### config.mk
export PLATFORM = sky130hd
export DESIGN_NAME = n2c_rx_framer_flat
export DESIGN_NICKNAME = d
export VERILOG_FILES = /design/src/rtl/n2c_rx_pkg.sv /design/src/rtl/n2c_rx_framer_if.sv /design/src/rtl/n2c_rx_bank.sv /design/src/rtl/n2c_rx_framer.sv /design/src/flat_wrapper.sv
export SDC_FILE = /design/constraint.sdc
export NUM_CORES = 2
export LEC_CHECK = 0
export ABC_AREA = 1
export CORE_ASPECT_RATIO = 1.75
export CORE_MARGIN = 2
export CORE_UTILIZATION = 55
export CTS_CLUSTER_DIAMETER = 150
export DETAILED_ROUTE_END_ITERATION = 10
export GPL_ROUTABILITY_DRIVEN = 1
export PLACE_DENSITY_LB_ADDON = 0.15
export SLEW_MARGIN = 20
export SYNTH_ARGS = -nofsm -noshare
export SYNTH_HDL_FRONTEND = slang
export SYNTH_SLANG_ARGS = --single-unit
### constraint.sdc
create_clock -name clk -period 4.3 [get_ports clk]
set_input_delay 0.645 -clock clk [delete_from_list [all_inputs] [get_ports clk]]
set_output_delay 0.645 -clock clk [all_outputs]
set_load 0.01 [all_outputs]
### src/rtl/n2c_rx_pkg.sv
// n2c_rx_pkg: shared types and constants for the n2c receive framer.
package n2c_rx_pkg;

    // Receive framing state
    typedef enum logic [1:0] {
        HUNT,
        PAY,
        CHK,
        SYNC
    } rx_state_t;

    // Default frame header pattern
    localparam logic [15:0] SYNC_WORD_DEF = 16'hA5C3;

    // Width of the error statistics counters
    localparam int CNT_W = 16;

endpackage

### src/rtl/n2c_rx_framer_if.sv
// n2c_rx_framer_if: word-stream handshake between the framer and nm_if.
interface n2c_rx_framer_if #(
    parameter int WORD_W = 16,
    parameter int CH_W   = 6
) ();

    logic              out_valid;
    logic              out_ready;
    logic [WORD_W-1:0] out_data;
    logic [CH_W-1:0]   out_ch;
    logic              out_last;

    modport master (
        output out_valid,
        output out_data,
        output out_ch,
        output out_last,
        input  out_ready
    );

    modport slave (
        input  out_valid,
        input  out_data,
        input  out_ch,
        input  out_last,
        output out_ready
    );

endinterface

### src/rtl/n2c_rx_bank.sv
// n2c_rx_bank: ping-pong frame storage, 2 x NUM_CH x WORD_W, registered read.
module n2c_rx_bank #(
    parameter int WORD_W = 16,
    parameter int NUM_CH = 64,
    parameter int CH_W   = 6
) (
    input  logic              clk,
    input  logic              rst,
    input  logic              wr_en,
    input  logic [CH_W-1:0]   wr_idx,
    input  logic [WORD_W-1:0] wr_data,
    input  logic              fill_sel,
    input  logic [1:0]        full,
    input  logic              rd_en,
    input  logic              rd_sel,
    input  logic [CH_W-1:0]   rd_idx,
    output logic [WORD_W-1:0] rd_data
);

    logic [WORD_W-1:0] mem [2][NUM_CH];

    // Payload write into the fill bank; a bank holding a complete frame is never overwritten
    always_ff @(posedge clk) begin
        if (wr_en && !full[fill_sel]) begin
            mem[fill_sel][wr_idx] <= wr_data;
        end
    end

    // Registered read of the drain bank, cleared on reset so out_data starts at 0
    always_ff @(posedge clk) begin
        if (rst) begin
            rd_data <= '0;
        end else if (rd_en && full[rd_sel]) begin
            rd_data <= mem[rd_sel][rd_idx];
        end
    end

endmodule

### src/rtl/n2c_rx_framer.sv
// n2c_rx_framer: hunts for the sync word in the n2c bit stream, assembles
// NUM_CH-word frames, checks the XOR checksum and releases good frames one
// word per handshake from a ping-pong buffer.
// Optional build macro N2C_RX_STATS_EN enables the crc_cnt/ovf_cnt counters;
// without it both counters are tied to 0.
module n2c_rx_framer
    import n2c_rx_pkg::*;
#(
    parameter int          WORD_W    = 16,
    parameter int          NUM_CH    = 64,
    parameter logic [15:0] SYNC_WORD = SYNC_WORD_DEF,
    parameter int          CH_W      = 6
) (
    input  logic             clk,
    input  logic             rst,
    input  logic             n2c_bit_en,
    input  logic             n2c_data,
    n2c_rx_framer_if.master  out_if,
    output logic             locked,
    output logic             crc_err,
    output logic             ovf_err,
    output logic [CNT_W-1:0] crc_cnt,
    output logic [CNT_W-1:0] ovf_cnt
);

    // Shifter must hold both a payload word and the 16-bit header
    localparam int SH_W = (WORD_W > 16) ? WORD_W : 16;
    localparam int BC_W = $clog2(SH_W);

    rx_state_t         state;
    logic [SH_W-1:0]   shreg;
    logic [BC_W-1:0]   bit_cnt;
    logic [CH_W-1:0]   wr_idx;
    logic [WORD_W-1:0] xor_acc;
    logic              drop_frame;
    logic              fill_sel;
    logic              drain_sel;
    logic [1:0]        full;

    logic              wr_en_p1;
    logic [CH_W-1:0]   wr_idx_p1;
    logic [WORD_W-1:0] wr_data_p1;

    logic              out_valid_q;
    logic [CH_W-1:0]   rd_idx;
    logic [WORD_W-1:0] rd_data;

    logic [SH_W-1:0]   sh_next;
    logic [WORD_W-1:0] word_next;
    logic [15:0]       sync_next;
    logic              word_done;
    logic              sync_done;
    logic              hs;
    logic              hs_last;
    logic              fill_freed;
    logic              rd_en;
    logic [CH_W-1:0]   rd_addr;

    // Next-bit view of the shifter and drain handshake decode
    always_comb begin
        sh_next    = {shreg[SH_W-2:0], n2c_data};
        word_next  = sh_next[WORD_W-1:0];
        sync_next  = sh_next[15:0];
        word_done  = (bit_cnt == BC_W'(WORD_W - 1));
        sync_done  = (bit_cnt == BC_W'(15));
        hs         = out_valid_q && out_if.out_ready;
        hs_last    = hs && (rd_idx == CH_W'(NUM_CH - 1));
        // A bank released in the same cycle a frame starts counts as empty
        fill_freed = hs_last && (drain_sel == fill_sel);
        rd_en      = (hs && !hs_last) || (!out_valid_q && full[drain_sel]);
        rd_addr    = hs ? rd_idx + 1'b1 : rd_idx;
    end

    // Receive FSM: sync hunt, payload assembly, checksum and bank hand-off
    always_ff @(posedge clk) begin
        if (rst) begin
            state      <= HUNT;
            shreg      <= '0;
            bit_cnt    <= '0;
            wr_idx     <= '0;
            xor_acc    <= '0;
            drop_frame <= 1'b0;
            locked     <= 1'b0;
            crc_err    <= 1'b0;
            ovf_err    <= 1'b0;
            fill_sel   <= 1'b0;
            full       <= '0;
            wr_en_p1   <= 1'b0;
        end else begin
            crc_err  <= 1'b0;
            ovf_err  <= 1'b0;
            wr_en_p1 <= 1'b0;
            if (hs_last) begin
                full[drain_sel] <= 1'b0;
            end
            if (n2c_bit_en) begin
                shreg <= sh_next;
                case (state)
                    HUNT: begin
                        if (sync_next == SYNC_WORD) begin
                            state      <= PAY;
                            locked     <= 1'b1;
                            bit_cnt    <= '0;
                            wr_idx     <= '0;
                            xor_acc    <= '0;
                            drop_frame <= full[fill_sel] && !fill_freed;
                        end
                    end
                    PAY: begin
                        if (word_done) begin
                            bit_cnt    <= '0;
                            wr_en_p1   <= !drop_frame;
                            wr_idx_p1  <= wr_idx;
                            wr_data_p1 <= word_next;
                            xor_acc    <= xor_acc ^ word_next;
                            wr_idx     <= wr_idx + 1'b1;
                            if (wr_idx == CH_W'(NUM_CH - 1)) begin
                                state <= CHK;
                            end
                        end else begin
                            bit_cnt <= bit_cnt + 1'b1;
                        end
                    end
                    CHK: begin
                        if (word_done) begin
                            bit_cnt <= '0;
                            if (word_next != xor_acc) begin
                                crc_err <= 1'b1;
                                locked  <= 1'b0;
                                state   <= HUNT;
                            end else begin
                                state <= SYNC;
                                if (drop_frame) begin
                                    ovf_err <= 1'b1;
                                end else begin
                                    full[fill_sel] <= 1'b1;
                                    fill_sel       <= ~fill_sel;
                                end
                            end
                        end else begin
                            bit_cnt <= bit_cnt + 1'b1;
                        end
                    end
                    SYNC: begin
                        if (sync_done) begin
                            bit_cnt <= '0;
                            if (sync_next == SYNC_WORD) begin
                                state      <= PAY;
                                wr_idx     <= '0;
                                xor_acc    <= '0;
                                drop_frame <= full[fill_sel] && !fill_freed;
                            end else begin
                                locked <= 1'b0;
                                state  <= HUNT;
                            end
                        end else begin
                            bit_cnt <= bit_cnt + 1'b1;
                        end
                    end
                    default: state <= HUNT;
                endcase
            end
        end
    end

    // Drain side: present the full bank word by word, release it after the last word
    always_ff @(posedge clk) begin
        if (rst) begin
            out_valid_q <= 1'b0;
            rd_idx      <= '0;
            drain_sel   <= 1'b0;
        end else if (hs_last) begin
            out_valid_q <= 1'b0;
            rd_idx      <= '0;
            drain_sel   <= ~drain_sel;
        end else if (hs) begin
            rd_idx <= rd_idx + 1'b1;
        end else if (!out_valid_q && full[drain_sel]) begin
            out_valid_q <= 1'b1;
        end
    end

    n2c_rx_bank #(
        .WORD_W (WORD_W),
        .NUM_CH (NUM_CH),
        .CH_W   (CH_W)
    ) u_bank (
        .clk      (clk),
        .rst      (rst),
        .wr_en    (wr_en_p1),
        .wr_idx   (wr_idx_p1),
        .wr_data  (wr_data_p1),
        .fill_sel (fill_sel),
        .full     (full),
        .rd_en    (rd_en),
        .rd_sel   (drain_sel),
        .rd_idx   (rd_addr),
        .rd_data  (rd_data)
    );

    assign out_if.out_valid = out_valid_q;
    assign out_if.out_data  = rd_data;
    assign out_if.out_ch    = rd_idx;
    assign out_if.out_last  = out_valid_q && (rd_idx == CH_W'(NUM_CH - 1));

`ifdef N2C_RX_STATS_EN
    function automatic logic [CNT_W-1:0] sat_inc(input logic [CNT_W-1:0] c);
        return (c == {CNT_W{1'b1}}) ? c : c + 1'b1;
    endfunction

    // Saturating error statistics
    always_ff @(posedge clk) begin
        if (rst) begin
            crc_cnt <= '0;
            ovf_cnt <= '0;
        end else begin
            if (crc_err) crc_cnt <= sat_inc(crc_cnt);
            if (ovf_err) ovf_cnt <= sat_inc(ovf_cnt);
        end
    end
`else
    assign crc_cnt = '0;
    assign ovf_cnt = '0;
`endif

endmodule

### src/flat_wrapper.sv
// flat-port wrapper written by rule: the top's interface ports become plain ports
module n2c_rx_framer_flat import n2c_rx_pkg::*;
#(
    parameter int          WORD_W    = 16,
    parameter int          NUM_CH    = 64,
    parameter logic [15:0] SYNC_WORD = SYNC_WORD_DEF,
    parameter int          CH_W      = 6
)
  (clk, rst, n2c_bit_en, n2c_data, locked, crc_err, ovf_err, crc_cnt, ovf_cnt, out_if_out_valid, out_if_out_data, out_if_out_ch, out_if_out_last, out_if_out_ready);
  n2c_rx_framer_if #(.WORD_W(WORD_W), .CH_W(CH_W)) out_if_i ();
  input  logic clk;
  input  logic rst;
  input  logic n2c_bit_en;
  input  logic n2c_data;
  output logic locked;
  output logic crc_err;
  output logic ovf_err;
  output logic [CNT_W-1:0] crc_cnt;
  output logic [CNT_W-1:0] ovf_cnt;
  output wire logic [$bits(out_if_i.out_valid)-1:0] out_if_out_valid;
  output wire logic [$bits(out_if_i.out_data)-1:0] out_if_out_data;
  output wire logic [$bits(out_if_i.out_ch)-1:0] out_if_out_ch;
  output wire logic [$bits(out_if_i.out_last)-1:0] out_if_out_last;
  input wire logic [$bits(out_if_i.out_ready)-1:0] out_if_out_ready;
  assign out_if_out_valid = out_if_i.out_valid;
  assign out_if_out_data = out_if_i.out_data;
  assign out_if_out_ch = out_if_i.out_ch;
  assign out_if_out_last = out_if_i.out_last;
  assign out_if_i.out_ready = out_if_out_ready;
  n2c_rx_framer #(.WORD_W(WORD_W), .NUM_CH(NUM_CH), .SYNC_WORD(SYNC_WORD), .CH_W(CH_W)) u_core (.clk(clk), .rst(rst), .n2c_bit_en(n2c_bit_en), .n2c_data(n2c_data), .out_if(out_if_i), .locked(locked), .crc_err(crc_err), .ovf_err(ovf_err), .crc_cnt(crc_cnt), .ovf_cnt(ovf_cnt));
endmodule
# Yosys cells after proc, flatten, opt, wreduce, memory -nomap -nowiden
# Memories as Yosys holds them, arrays and structs flattened. A register that Yosys moved wholly into a read port is not among the register bits.
# Cells that the tools add are included.
# word_totals
ff_bits,97
ram_bits,2048
inputBits,5
output_inout_bits,59
wordCells,151
mem_count,1
# op_classes
n_addsub,3
n_lt_le_gt_ge,7
eq_ne,16
muxes,55
bitwise_logic,16
reduce_logical,35
# mem_list
name,depth,width,read_ports,rd_clocked_by_memory_dff,write_ports,line,rtl
u_core.u_bank.mem,2,1024,1,1,1,n2c_rx_bank.sv:20,logic [WORD_W-1:0] mem [2][NUM_CH];
# op_table
operator,count
1024-bit 2-to-1 mux,1
16-bit binary-select mux with 6-bit select,1
16-bit demux with 6-bit select,1
16-bit 2-to-1 mux,6
16-bit one-hot mux with 3 select lines,1
2-bit 2-to-1 mux,13
6-bit 2-to-1 mux,4
1-bit 2-to-1 mux,19
6-bit one-hot mux with 3 select lines,1
16-bit equality test (second input constant),1
16-bit != test,1
16-bit XOR,1
7-bit >= comparator (second input constant),2
6-bit inverter with 7-bit output,2
6-bit by 1-bit adder with 6-bit output (second input constant),2
6-bit equality test (second input constant),2
1-bit logical AND,12
2-bit by 1-bit != test with 1-bit output (second input constant),6
1-bit inverter,10
4-bit 2-to-1 mux,2
2-bit one-hot mux with 4 select lines,1
4-bit one-hot mux with 2 select lines,1
4-bit AND reduction,2
4-bit OR reduction,2
28 further kinds,38

# Depth between registers and ports, before layout
# depth
depth_word,14
depth_mapped,16
depth_no_buf,14

# Hierarchy
# Synthesis repeated with hierarchy kept, for this count alone.
# hier_totals
hier_cells,7327
area_unflattened_um2,87133.6
# modules_own_cells
module,instances,cells_each,area_each_um2,seq_area_each_um2
n2c_rx_bank,1,6874,83358.7,61819.3
n2c_rx_framer,1,453,3774.9,1841.8

# Worst setup path after synthesis
# No wires, ideal clock.
# synth_path
path_kind,input to register
startpoint,input port rst
endpoint,"register u_core.wr_data_p1[0], enable pin"
arrival_ns,2.617
setup_slack_ns,1.254
cell_stages,3
cell_sequence,clkbuf_1 > clkbuf_1 > nor3_1
# synth_between
elab_chain_len,2
# synth_rtl
item,line,rtl
from (decl),flat_wrapper.sv:12,input logic rst;
1-bit inverter (no line),n/a,
4-bit AND reduction (no line),n/a,
to (signal assigned),n2c_rx_framer.sv:114,wr_data_p1 <= word_next;
to (decl),n2c_rx_framer.sv:42,logic [WORD_W-1:0] wr_data_p1;
# Every way passes these cells.
# A chain may end at the register's enable or synchronous reset.

==> results.md <==
Run status:
- The run finished with clean final reports.

Placed design:
- The sum of net half-perimeters after detailed placement is roughly 170000 µm.
- The number of buffer cells added on primary ports is 31.
- At the end of routability-driven placement, the weighted congestion stood at 0.9258.

STA:
- The hold violation total from the final report is 0.
- For the final database, setup skew stands at approximately 0.044 ns.
- The tightest hold path in the finished design has a slack of approximately 0.32 ns.
- The accumulated negative setup slack is 0 ns.
- Of the available clock period, the critical path in the final layout requires 0.8534.
- The slew of the pin with the lowest slew margin is 1.176 ns.
- The worst pin sits at a relative slew slack of 0.2121.
- Setup repair after global routing left no endpoint under its margin.
- The worst path needs 3.669 ns of the cycle, external delays included.
- The max-slew violation count came to 0.
- Setup violations remaining at the end of the flow were counted as 0.
- Static timing analysis puts the maximum clock frequency at about 270 MHz.

Critical path:
- The data required time of the worst path is 5.09 ns.
- The number of cells on the worst reg-to-reg path is 14.
- STA classifies the critical path endpoint as a flop.
- The flop-to-flop setup slack is between 0.6 and 0.7 ns.
- The setup path with the least slack is of type reg2reg.
- The endpoint of the worst register-to-register path is u_core.u_bank.rd_data[9].
- The highest fanout seen on the critical path is 76.
- The data arrival time of the critical path is approximately 4.5 ns.
- STA classifies the critical path startpoint as a flop.

Synthesis:
- In the post-synthesis netlist, the biggest area contributors are edfxtp_1 68%, nand2_1 18%, nand3_1 4.6%.
- The distinct cell type count after synthesis is 40.
- The proportion of netlist area held by the largest area contributor is 0.6831.
- The flop and latch count out of synthesis is ~2100.
- In this run the mean area of a mapped cell was roughly 10 µm².
- The cell count after synthesis came out at between 8000 and 9000.
- Of the synthesized area, sequential elements account for 0.6998.
- The synthesized netlist occupies a cell area of 91000 µm².
- The cell type with the highest aggregate area in the netlist is edfxtp_1.
- The Yosys warning count is 0.

GRT:
- The final global-route overflow total is 0.
- The initial antenna violation count is 7.
- The combined global-route utilization of all metal layers is 0.3286.
- The first global-routing pass estimated between 400000 and 500000 µm of wire.
- The via count of the first global-routing pass is 61824.
- The pin count of the biggest net entering global routing is 153.

Cells and area:
- The net count of the finished layout is 8930.
- Once layout is complete, the utilization of the core stands at 0.6188.
- From synthesis to final layout, the design area changed by 11.80%.
- In the final layout, the share of cells above drive strength 1 is 0.07314.

CTS:
- TritonCTS built the clock tree.
- After clock tree synthesis, the repair step resized 0 gates.
- For the worst-skew pair, the clock arrives at the later sink with an insertion delay of 0.85 ns.
- The clock input transition at the sequential cells of the worst setup and hold paths is roughly 0.060 ns.
- Hold repair after CTS inserted 0 buffers.
- The cell sitting at the root of the clock tree is a clkbuf_16.
- The number of post-CTS setup repair buffers is 0.
- The number of sinks handled by clock tree synthesis is approximately 2100.
- The clock tree synthesis step divided the H-tree into 4 levels.
- The longest clock path from root to sink contains 4 buffers.
- Clock tree synthesis inserted a total of between 150 and 200 buffers.

Floorplanning:
- After floorplanning, the core was sized to cover 164400 µm².
- The number of placed I/O pins is 64.
- The initialized floorplan defines roughly 200 standard-cell rows.
- The initial cell density of the core is 0.5535.
- The die is roughly 310 µm wide.
- From bottom edge to top edge, the die measures around 540 µm.
- The floorplan step defined a die boundary enclosing 168900 µm².

Hold path:
- The cell count of the worst hold path is 3.
- The worst-case hold path end point is u_core.out_if.out_ch[2].
- In this run the most critical hold path is launched from rst.
- The worst hold path class is in2reg.

Pwr:
- The power density normalized to cell area is about 400 nW/µm².
- IR analysis of the VDD net gives a maximum drop of 482.2 µV.
- For this design the static power due to leakage is 40.78 nW.

Drt:
- The first detailed-routing pass ran for 8 iterations.
- The antenna violation net count after detailed routing is 0.
- For this block, the routed nets add up to 279400 µm of wire.
- The count of unresolved DRC violations after routing is 0.
- The average wire per cell in the routed design is between 20 and 25 µm.
- In this run, the number of DRC markers left after iteration 0 of detailed routing was approximately 7000.
- The total via count after detailed routing is approximately 64000.
- The routed via count divided by cell count is between 5 and 6.

Job:
- The max-capacitance violation count is 0.
==> worst max-delay path by stage <==
| stage | start | slack, ns | end |
|---|---|---|---|
| 3_5_place_dp | out_if_out_ready | 0.07 | u_core.u_bank.rd_data[12] |
| 3_3_place_gp | out_if_out_ready | 0.11 | u_core.u_bank.rd_data[12] |
| 6_report | flop | 0.63 | u_core.u_bank.rd_data[9] |
| 4_1_cts | u_core.out_if.out_valid | 0.71 | u_core.u_bank.rd_data[12] |
| 5_1_grt | u_core.out_if.out_valid | 0.55 | u_core.u_bank.rd_data[13] |
| 2_1_floorplan | rst | 1.25 | u_core.wr_data_p1[0] |
==> stage by stage <==
stage | instance area [µm²] | worst slack [ns] | cells | power, W
after floorplan | 91120 | 1.254 | 8923 | 0.02309
after global routing | 101700 | 0.5504 | 11255 | 0.04119
after global placement | 95380 | 0.1061 | 10911 | 0.02310
final | 101700 | 0.6306 | 11256 | 0.04032
after detailed placement | 95380 | 0.07120 | 10911 | 0.02310
after CTS | 101700 | 0.7064 | 11254 | 0.04047
==> cells by family (layout without fill, tap and decap cells) <==
| kind of cell | Yosys count | in the layout | synth area share |
|---|---|---|---|
| flops | 2146 | 2146 | 0.6998 |
| mux | 1 | 1 | 0.0001100 |
| simple gates | 5670 | 5670 | 0.2485 |
| buf+inv | 892 | 1034 | 0.03968 |
| fa+ha+maj | 8 | 8 | 0.001100 |
| other cells | 1 | 34 | 0.00004121 |
| xor+xnor | 21 | 21 | 0.002104 |
| compound gates | 153 | 153 | 0.008717 |
==> state kept, by name, summed over array words and instances (netlist names), 2 cells and up, named ones only <==
signal and cells:
u_core.u_bank.rd_data 16, u_core.wr_idx_p1 6, u_core.wr_data_p1 16, u_core.out_if.out_ch 6
u_core.xor_acc 16, u_core.bit_cnt 4, u_core.state 2, u_core.shreg 15
u_core.u_bank.mem 2048, u_core.wr_idx 6, u_core.full 2
==> metal layers <==
| metal | global-route usage | part of all wire | vias up | wire length, µm |
|---|---|---|---|---|
| met2 | 0.5497 | 0.49 | 3034 | 136800 |
| met3 | 0.04840 | 0.080 | 755 | 22350 |
| met5 | 0 | 0.000047 | - | 13 |
| met4 | 0.2099 | 0.072 | 2 | 20050 |
| met1 | 0.4006 | 0.36 | 30970 | 100200 |
| li1 | - | - | 29246 | - |
==> power by group <==
part	switching (W)	internal, W
combinational	0.0000561	0.0000215
sequential	0.0000129	0.0226
clock	0.00760	0.0101
total	0.00767	0.0326
==> layout make-up <==
class / count / area (µm²)
tap: 2189 / 2739
clock inverter: 99 / 1097
inverter: 366 / 1399
fill: 13238 / 62670
antenna: 2 / 5.005
multi-input combinational: 5885 / 24250
clock buffer: 244 / 5259
sequential: 2146 / 63690
timing repair buffer: 325 / 3301
==> layout by cell type, fill, tap and decap left out, drive strengths merged, types with 2 or more instances in the layout <==
master,netlist,routed
clkinvlp,0,8
clkbuf,343,244
nand2,4404,4404
diode,0,2
nand4,13,13
xor2,4,4
xnor2,17,17
and2,54,54
buf,183,295
nor4,2,2
clkdlybuf4s50,0,30
a21oi,77,77
inv,363,364
bufinv,0,24
nor2,287,287
nand3,832,832
edfxtp,2070,2070
nor3,76,76
dfxtp,76,76
o21ai,67,67
clkinv,3,69
conb,1,32
ha,8,8
==> worst max-delay path, stage by stage, from the launching register on <==
cell and delay (ns):
dfxtp_4 0.52, inv_8 0.49, buf_4 0.77, nand2_1 0.13, nand2_1 0.10, nand3_1 0.07, nand2_1 0.18, nand2_1 0.07
nand3_1 0.12, nand3_1 0.10, nand3_1 0.22, nand3_1 0.36, nand3_1 0.17, nand2_1 0.07, inv_1 0.05
==> Yosys cell counts <==
cell type,number
a211oi_1,1
a21oi_1,77
a221oi_1,1
a311oi_1,1
a31oi_1,1
and2_0,53
and2_1,1
and3b_1,1
buf_1,38
buf_2,113
buf_4,32
clkbuf_1,343
clkinv_1,2
clkinv_2,1
conb_1,1
dfxtp_1,76
edfxtp_1,2070
ha_1,8
inv_1,362
inv_2,1
mux2i_1,1
nand2_1,4403
nand2_2,1
nand3_1,831
nand3_2,1
nand4_1,13
nor2_1,287
nor3_1,75
nor3_2,1
nor4_1,2
o2111ai_1,1
o211a_1,1
o211ai_1,1
o21a_1,1
o21ai_0,67
o31ai_1,1
or2_2,1
xnor2_1,17
xor2_1,3
xor2_2,1
No activity file was read; power rests on OpenSTA's default activity.
